==> config.mk <==
export PLATFORM = sky130hd
export DESIGN_NAME = dm_sba_axi_master
export DESIGN_NICKNAME = d
export VERILOG_FILES = /design/src/rtl/dm_sba_axi_master.sv
export SDC_FILE = /design/constraint.sdc
export NUM_CORES = 1
export LEC_CHECK = 0
export BUFFER_PORTS_ARGS = -buffer_cell sky130_fd_sc_hd__buf_2
export CORE_AREA = 2 2 189 191
export CTS_BUF_LIST = sky130_fd_sc_hd__clkbuf_8
export CTS_CLUSTER_SIZE = 12
export DETAILED_ROUTE_END_ITERATION = 8
export DIE_AREA = 0 0 191 193
export PLACE_DENSITY = 0.45
export SYNTH_ARGS = -nofsm -noshare
export SYNTH_HDL_FRONTEND = slang
export SYNTH_SLANG_ARGS = --single-unit
==> constraint.sdc <==
create_clock -name clk_i -period 3.01 [get_ports clk_i]
set_input_delay 0.4515 -clock clk_i [delete_from_list [all_inputs] [get_ports clk_i]]
set_output_delay 0.4515 -clock clk_i [all_outputs]
set_load 0.01 [all_outputs]
==> src/rtl/dm_sba_axi_master.sv <==
// dm_sba_axi_master: DM req/gnt to single-beat 64-bit AXI4 bridge, one outstanding; `SBA_RESP_ERR_EN reports SLVERR/DECERR on r_err_o
module dm_sba_axi_master #(
  parameter int unsigned ADDR_WIDTH = 64,
  parameter int unsigned AXI_ID     = 0
) (
  input  logic                  clk_i,
  input  logic                  rst_i,
  input  logic                  req_i,
  input  logic                  we_i,
  input  logic [ADDR_WIDTH-1:0] addr_i,
  input  logic [63:0]           wdata_i,
  input  logic [7:0]            be_i,
  output logic                  gnt_o,
  output logic                  r_valid_o,
  output logic [63:0]           r_rdata_o,
  output logic                  r_err_o,
  output logic [ADDR_WIDTH-1:0] aw_addr_o,
  output logic                  aw_valid_o,
  input  logic                  aw_ready_i,
  output logic [63:0]           w_data_o,
  output logic [7:0]            w_strb_o,
  output logic                  w_last_o,
  output logic                  w_valid_o,
  input  logic                  w_ready_i,
  input  logic [1:0]            b_resp_i,
  input  logic                  b_valid_i,
  output logic                  b_ready_o,
  output logic [ADDR_WIDTH-1:0] ar_addr_o,
  output logic                  ar_valid_o,
  input  logic                  ar_ready_i,
  input  logic [63:0]           r_data_i,
  input  logic [1:0]            r_resp_i,
  input  logic                  r_valid_i,
  output logic                  r_ready_o
);
  typedef enum logic [2:0] {IDLE, WR, WR_B, RD_A, RD_R} state_e;
  state_e                state_q, state_d;
  logic [ADDR_WIDTH-1:0] addr_q, addr_d;
  logic [63:0]           wdata_q, wdata_d, rdata_q, rdata_d;
  logic [7:0]            be_q, be_d;
  logic                  aw_pend_q, aw_pend_d, w_pend_q, w_pend_d;
  logic                  rvalid_q, rvalid_d, err_q, err_d;
  logic                  b_err, r_err;
  logic                  unused_sig;
`ifdef SBA_RESP_ERR_EN
  assign b_err = b_resp_i[1];
  assign r_err = r_resp_i[1];
`else
  assign b_err = 1'b0;
  assign r_err = 1'b0;
`endif
  assign unused_sig = ^{b_resp_i, r_resp_i, addr_i[2:0], 1'(AXI_ID)};
  assign gnt_o      = req_i & (state_q == IDLE);
  assign r_valid_o  = rvalid_q;
  assign r_rdata_o  = rdata_q;
  assign r_err_o    = err_q;
  assign aw_addr_o  = addr_q;
  assign ar_addr_o  = addr_q;
  assign w_data_o   = wdata_q;
  assign w_strb_o   = be_q;
  assign w_last_o   = 1'b1;
  assign aw_valid_o = aw_pend_q;
  assign w_valid_o  = w_pend_q;
  assign ar_valid_o = state_q == RD_A;
  assign b_ready_o  = state_q == WR_B;
  assign r_ready_o  = state_q == RD_R;
  // next state, request capture and completion result
  always_comb begin
    state_d   = state_q;
    addr_d    = addr_q;
    wdata_d   = wdata_q;
    be_d      = be_q;
    rdata_d   = rdata_q;
    aw_pend_d = aw_pend_q;
    w_pend_d  = w_pend_q;
    rvalid_d  = 1'b0;
    err_d     = err_q;
    case (state_q)
      IDLE: if (req_i) begin
        addr_d    = {addr_i[ADDR_WIDTH-1:3], 3'b0};
        wdata_d   = wdata_i;
        be_d      = be_i;
        aw_pend_d = we_i;
        w_pend_d  = we_i;
        state_d   = we_i ? WR : RD_A;
      end
      WR: begin
        aw_pend_d = aw_pend_q & ~aw_ready_i;
        w_pend_d  = w_pend_q & ~w_ready_i;
        state_d   = (aw_pend_d | w_pend_d) ? WR : WR_B;
      end
      WR_B: if (b_valid_i) begin
        state_d  = IDLE;
        rvalid_d = 1'b1;
        rdata_d  = '0;
        err_d    = b_err;
      end
      RD_A: state_d = ar_ready_i ? RD_R : RD_A;
      RD_R: if (r_valid_i) begin
        state_d  = IDLE;
        rvalid_d = 1'b1;
        rdata_d  = r_data_i;
        err_d    = r_err;
      end
      default: state_d = IDLE;
    endcase
  end
  // state and registered outputs; reset abandons any transaction in flight
  always_ff @(posedge clk_i) begin
    if (rst_i) begin
      state_q   <= IDLE;
      addr_q    <= '0;
      wdata_q   <= '0;
      be_q      <= '0;
      rdata_q   <= '0;
      aw_pend_q <= 1'b0;
      w_pend_q  <= 1'b0;
      rvalid_q  <= 1'b0;
      err_q     <= 1'b0;
    end else begin
      state_q   <= state_d;
      addr_q    <= addr_d;
      wdata_q   <= wdata_d;
      be_q      <= be_d;
      rdata_q   <= rdata_d;
      aw_pend_q <= aw_pend_d;
      w_pend_q  <= w_pend_d;
      rvalid_q  <= rvalid_d;
      err_q     <= err_d;
    end
  end
endmodule

**Yosys cells after proc, flatten, opt, wreduce, memory -nomap -nowiden**

Index checks and enable logic that the tools add are counted.

- Register bits: 204
- Input bits: 213

- Eq/ne operators: 7
- Mux-type cells: 19
- Bitwise gates (word level): 6
- Reduce and logical (&&, ||, !) cells: 7

Operator list:

| cell | number |
|---|---|
| $mux 64 | 2 |
| $pmux 64 s2 | 1 |
| $pmux 3 s5 | 1 |
| $mux 3 | 4 |
| $pmux 1 s2 | 4 |
| $eq 3x2->1 const B | 2 |
| $ne 2x2->1 const B | 3 |
| $reduce_and 3->1 | 2 |
| $mux 1 | 5 |
| $mux 2 | 2 |
| $reduce_and 2->1 | 2 |
| $reduce_bool 2->1 | 2 |
| $and 1x1->1 | 3 |
| $eq 3x1->1 const B | 1 |
| $eq 3x3->1 const B | 1 |
| $logic_not 3->1 | 1 |
| $not 1->1 | 2 |
| $or 1x1->1 | 1 |

**Logic depth before layout (Yosys ltp)**

- Depth in word-level cells: 5
- Depth in mapped cells: 8
- Depth with buffers taken out: 5

**Worst setup path after synthesis**

Ideal clock, no wire load.

- Kind: register to output
- From: register state_q[1]
- To: output port gnt_o
- Data arrival time: 1.381 ns
- Slack: 1.178 ns
- Stages on the path, launching flop included: 7
- Path through: dfxtp_1 > buf_2 > or4b_4 > buf_6 > clkinv_2 > buf_12 > buf_6

- Cells in the longest elaborated chain, start to end: 2

RTL lines:

| element | RTL line | text |
|---|---|---|
| start: declaration | 37 | `state_e state_q, state_d;` |
| start signal: assignment | 121 | `state_q <= state_d;` |
| $logic_not 3->1 | 53 | `assign gnt_o = req_i & (state_q == IDLE);` |
| $and 1x1->1 | 53 |  |
| end: declaration | 13 | `output logic gnt_o,` |

No other way between the ends.

**Worst setup path in the final report**

- From: register state_q[0]
- To: output port gnt_o

The elaborated chain is that of the path after synthesis.

==> metrics <==
status=complete, no violations; HP Class=in2reg; Slew HR=41.3%; DP Area=0.00966 mm²; Post-Syn Area per Cell=a little under 9 µm²; Setup TNS=0 ns; P&R area growth vs syn=39.1%; Finished Cell Area=0.0104 mm²; final setup violating endpoints=0; Worst path max stage delay=0.56 ns; R2R depth=6; vias in the first global route=6261; largest net degree at the start of global routing=84; RR Startpoint=state_q[0]; endpoint type of the worst setup path=primary output; die height=just under 200 µm; layout cell share with drive strength beyond 1=44.1%; post_cts resized=0; via density per instance=4.06; internal reg-to-reg setup slack=1.03 ns; Post-synth EDFFs=0; Crit Path Category=reg2out; Max-Cap Viols=0; Num CTS Buffers=38; post-synthesis sequential area ratio=54.4%; Slew Limit Fails=0; routed wire length=25200 µm; ant diodes=0; Post-Synthesis Cells=836; Startpoint Class=register; area share of the largest cell type after synthesis=a little over half; routed via count=between 6000 and 7000; dominant synthesized flop cell=dfxtp_1; CTS root buf=clkbuf_8; Pre-antenna DRT Iters=4; Slew @ Worst Pin=0.881 ns; end of the critical path=gnt_o; routed len/inst=14.7 µm; CP required=2.56 ns; core box area=0.0350 mm²; GRT Util Overall=12.5%; Die Footprint=0.0369 mm²; CTS max path bufs=3; post-route ant nets=0; FF-to-FF End=aw_valid_o; most common library cells after synthesis=nand2_1, dfxtp_1, a21oi_1, buf_4, a22o_1; cell taking the most area after synthesis=dfxtp_1; clk slew on worst S/H paths=0.06 ns; PD cells=651 mW/mm²; Clock Skews=0.0220 ns; Synth warnings=0; hold_buf cts=0; antenna violations before repair=2; Initial Util=21.4%; #FFs+latches synth=~200; routability cong.=0.713; Peak VDD IR=0.000272 V; final worst path period share=just over 80%; IO Pins=486; port bufs=470; critical-path cell list=or4b_4 > inv_4 > buf_2; Final #Nets=1444; Post-Syn Area=0.00747 mm²; WP data arrival=2.05 ns; postcts setup bufs=0; post-synthesis cell type count=29; TritonCTS clock tree=built; P_leak=5.17 nW; count leader, synth=nand2_1; Fin. Hold Viols=0; H-tree depth=2; detailed placement HPWL=around 18000 µm; Residual DRC=0; row cnt=69; Crit Path Max Fanout=23; Synth area leaders=dfxtp_1, nand2_1, a21oi_1; critical path launch point=state_q[0]; clk_lat worst skew=0.55 ns; Peak Freq=about 400 MHz; CTS sink count=slightly above 200; Die X=between 150 and 200 µm; async set or reset register ratio after synthesis=0%; RSZ-0062 raised after global routing=no; first-pass GRT wire length=roughly 36000 µm; post-layout min period=approximately 2.5 ns; initial drt markers=262; grt ovf=0; Slowest cell on crit path=or4b_4
## kinds of logic after synthesis
kind of cell | share of synthesized area, %
AND/OR/NAND/NOR | 15.7
other | 0.101
AO/OA/AOI/OAI | 17.7
flip-flops | 54.4
buffers and inverters | 12.1
## cell type report
cell class	instances	area [µm²]
Tap cell	461	577
Multi-Input combinational cell	507	2540
Inverter	3	13.8
Clock inverter	19	86.3
Fill cell	3881	24600
Timing Repair Buffer	478	2460
Clock buffer	47	647
Sequential cell	203	4060
## worst max-delay path, delay by kind of cell (launching register included)
kind                   cells  cell delay (ns)
DFF                        1             0.41
and+or+nand+nor            1             0.56
buffers and inverters      2             0.50
## how the worst min path moves through the flow
stage / startpoint / end / slack, ns / depth (start not counted)
after detailed placement: w_data_o[17] / w_data_o[17] / 0.44 / 2
after global routing: r_data_i[10] / r_rdata_o[10] / 0.07 / 2
after floorplan: w_data_o[0] / w_data_o[0] / 0.48 / 2
final: b_valid_i / state_q[1] / 0.11 / 2
after CTS: b_valid_i / state_q[1] / 0.05 / 2
after global placement: w_data_o[27] / w_data_o[27] / 0.44 / 2
## state kept, by name (all words and copies together) (netlist names)
signal / flops
r_rdata_o: 64
w_data_o: 64
ar_addr_o: 61
w_strb_o: 8
state_q: 3
aw_valid_o: 1
r_valid_o: 1
w_valid_o: 1
## placed cells by master, fill, tap and decap left out, drive strengths merged, types with 3 or more instances in the layout
master,n
nor2,5
a21oi,140
clkbuf,47
inv,18
a22o,64
dfxtp,203
nor3b,3
conb,8
buf,478
nand2,271
## metal layers
metal	GRT usage (%)	routed length, µm	vias up
met1	14.7	10200	3168
met3	4.13	2140	37
li1	-	-	3474
met4	4.26	471	2
met5	0	7	-
met2	21.4	12400	289
## power by group
part | switching, mW | total (mW) | internal, mW | leakage (nW)
Clock | 1.18 | 2.58 | 1.41 | 0.425
Sequential | 0.119 | 3.00 | 2.88 | 1.66
Combinational | 0.727 | 1.18 | 0.457 | 3.09
Total | 2.02 | 6.77 | 4.74 | 5.17
## per-stage QoR
step	total power, mW	setup slack (ns)	instances	utilization [%]	hold slack (ns)
2_1_floorplan	3.87	1.18	842	-	0.481
3_3_place_gp	4.26	0.941	1652	27.6	0.439
3_5_place_dp	4.27	0.938	1652	27.6	0.444
4_1_cts	6.94	0.439	1718	29.7	0.0513
5_1_grt	7.20	0.378	1718	29.7	0.0744
6_report	6.77	0.513	1718	29.7	0.106
No activity file was read; power rests on OpenSTA's default activity.
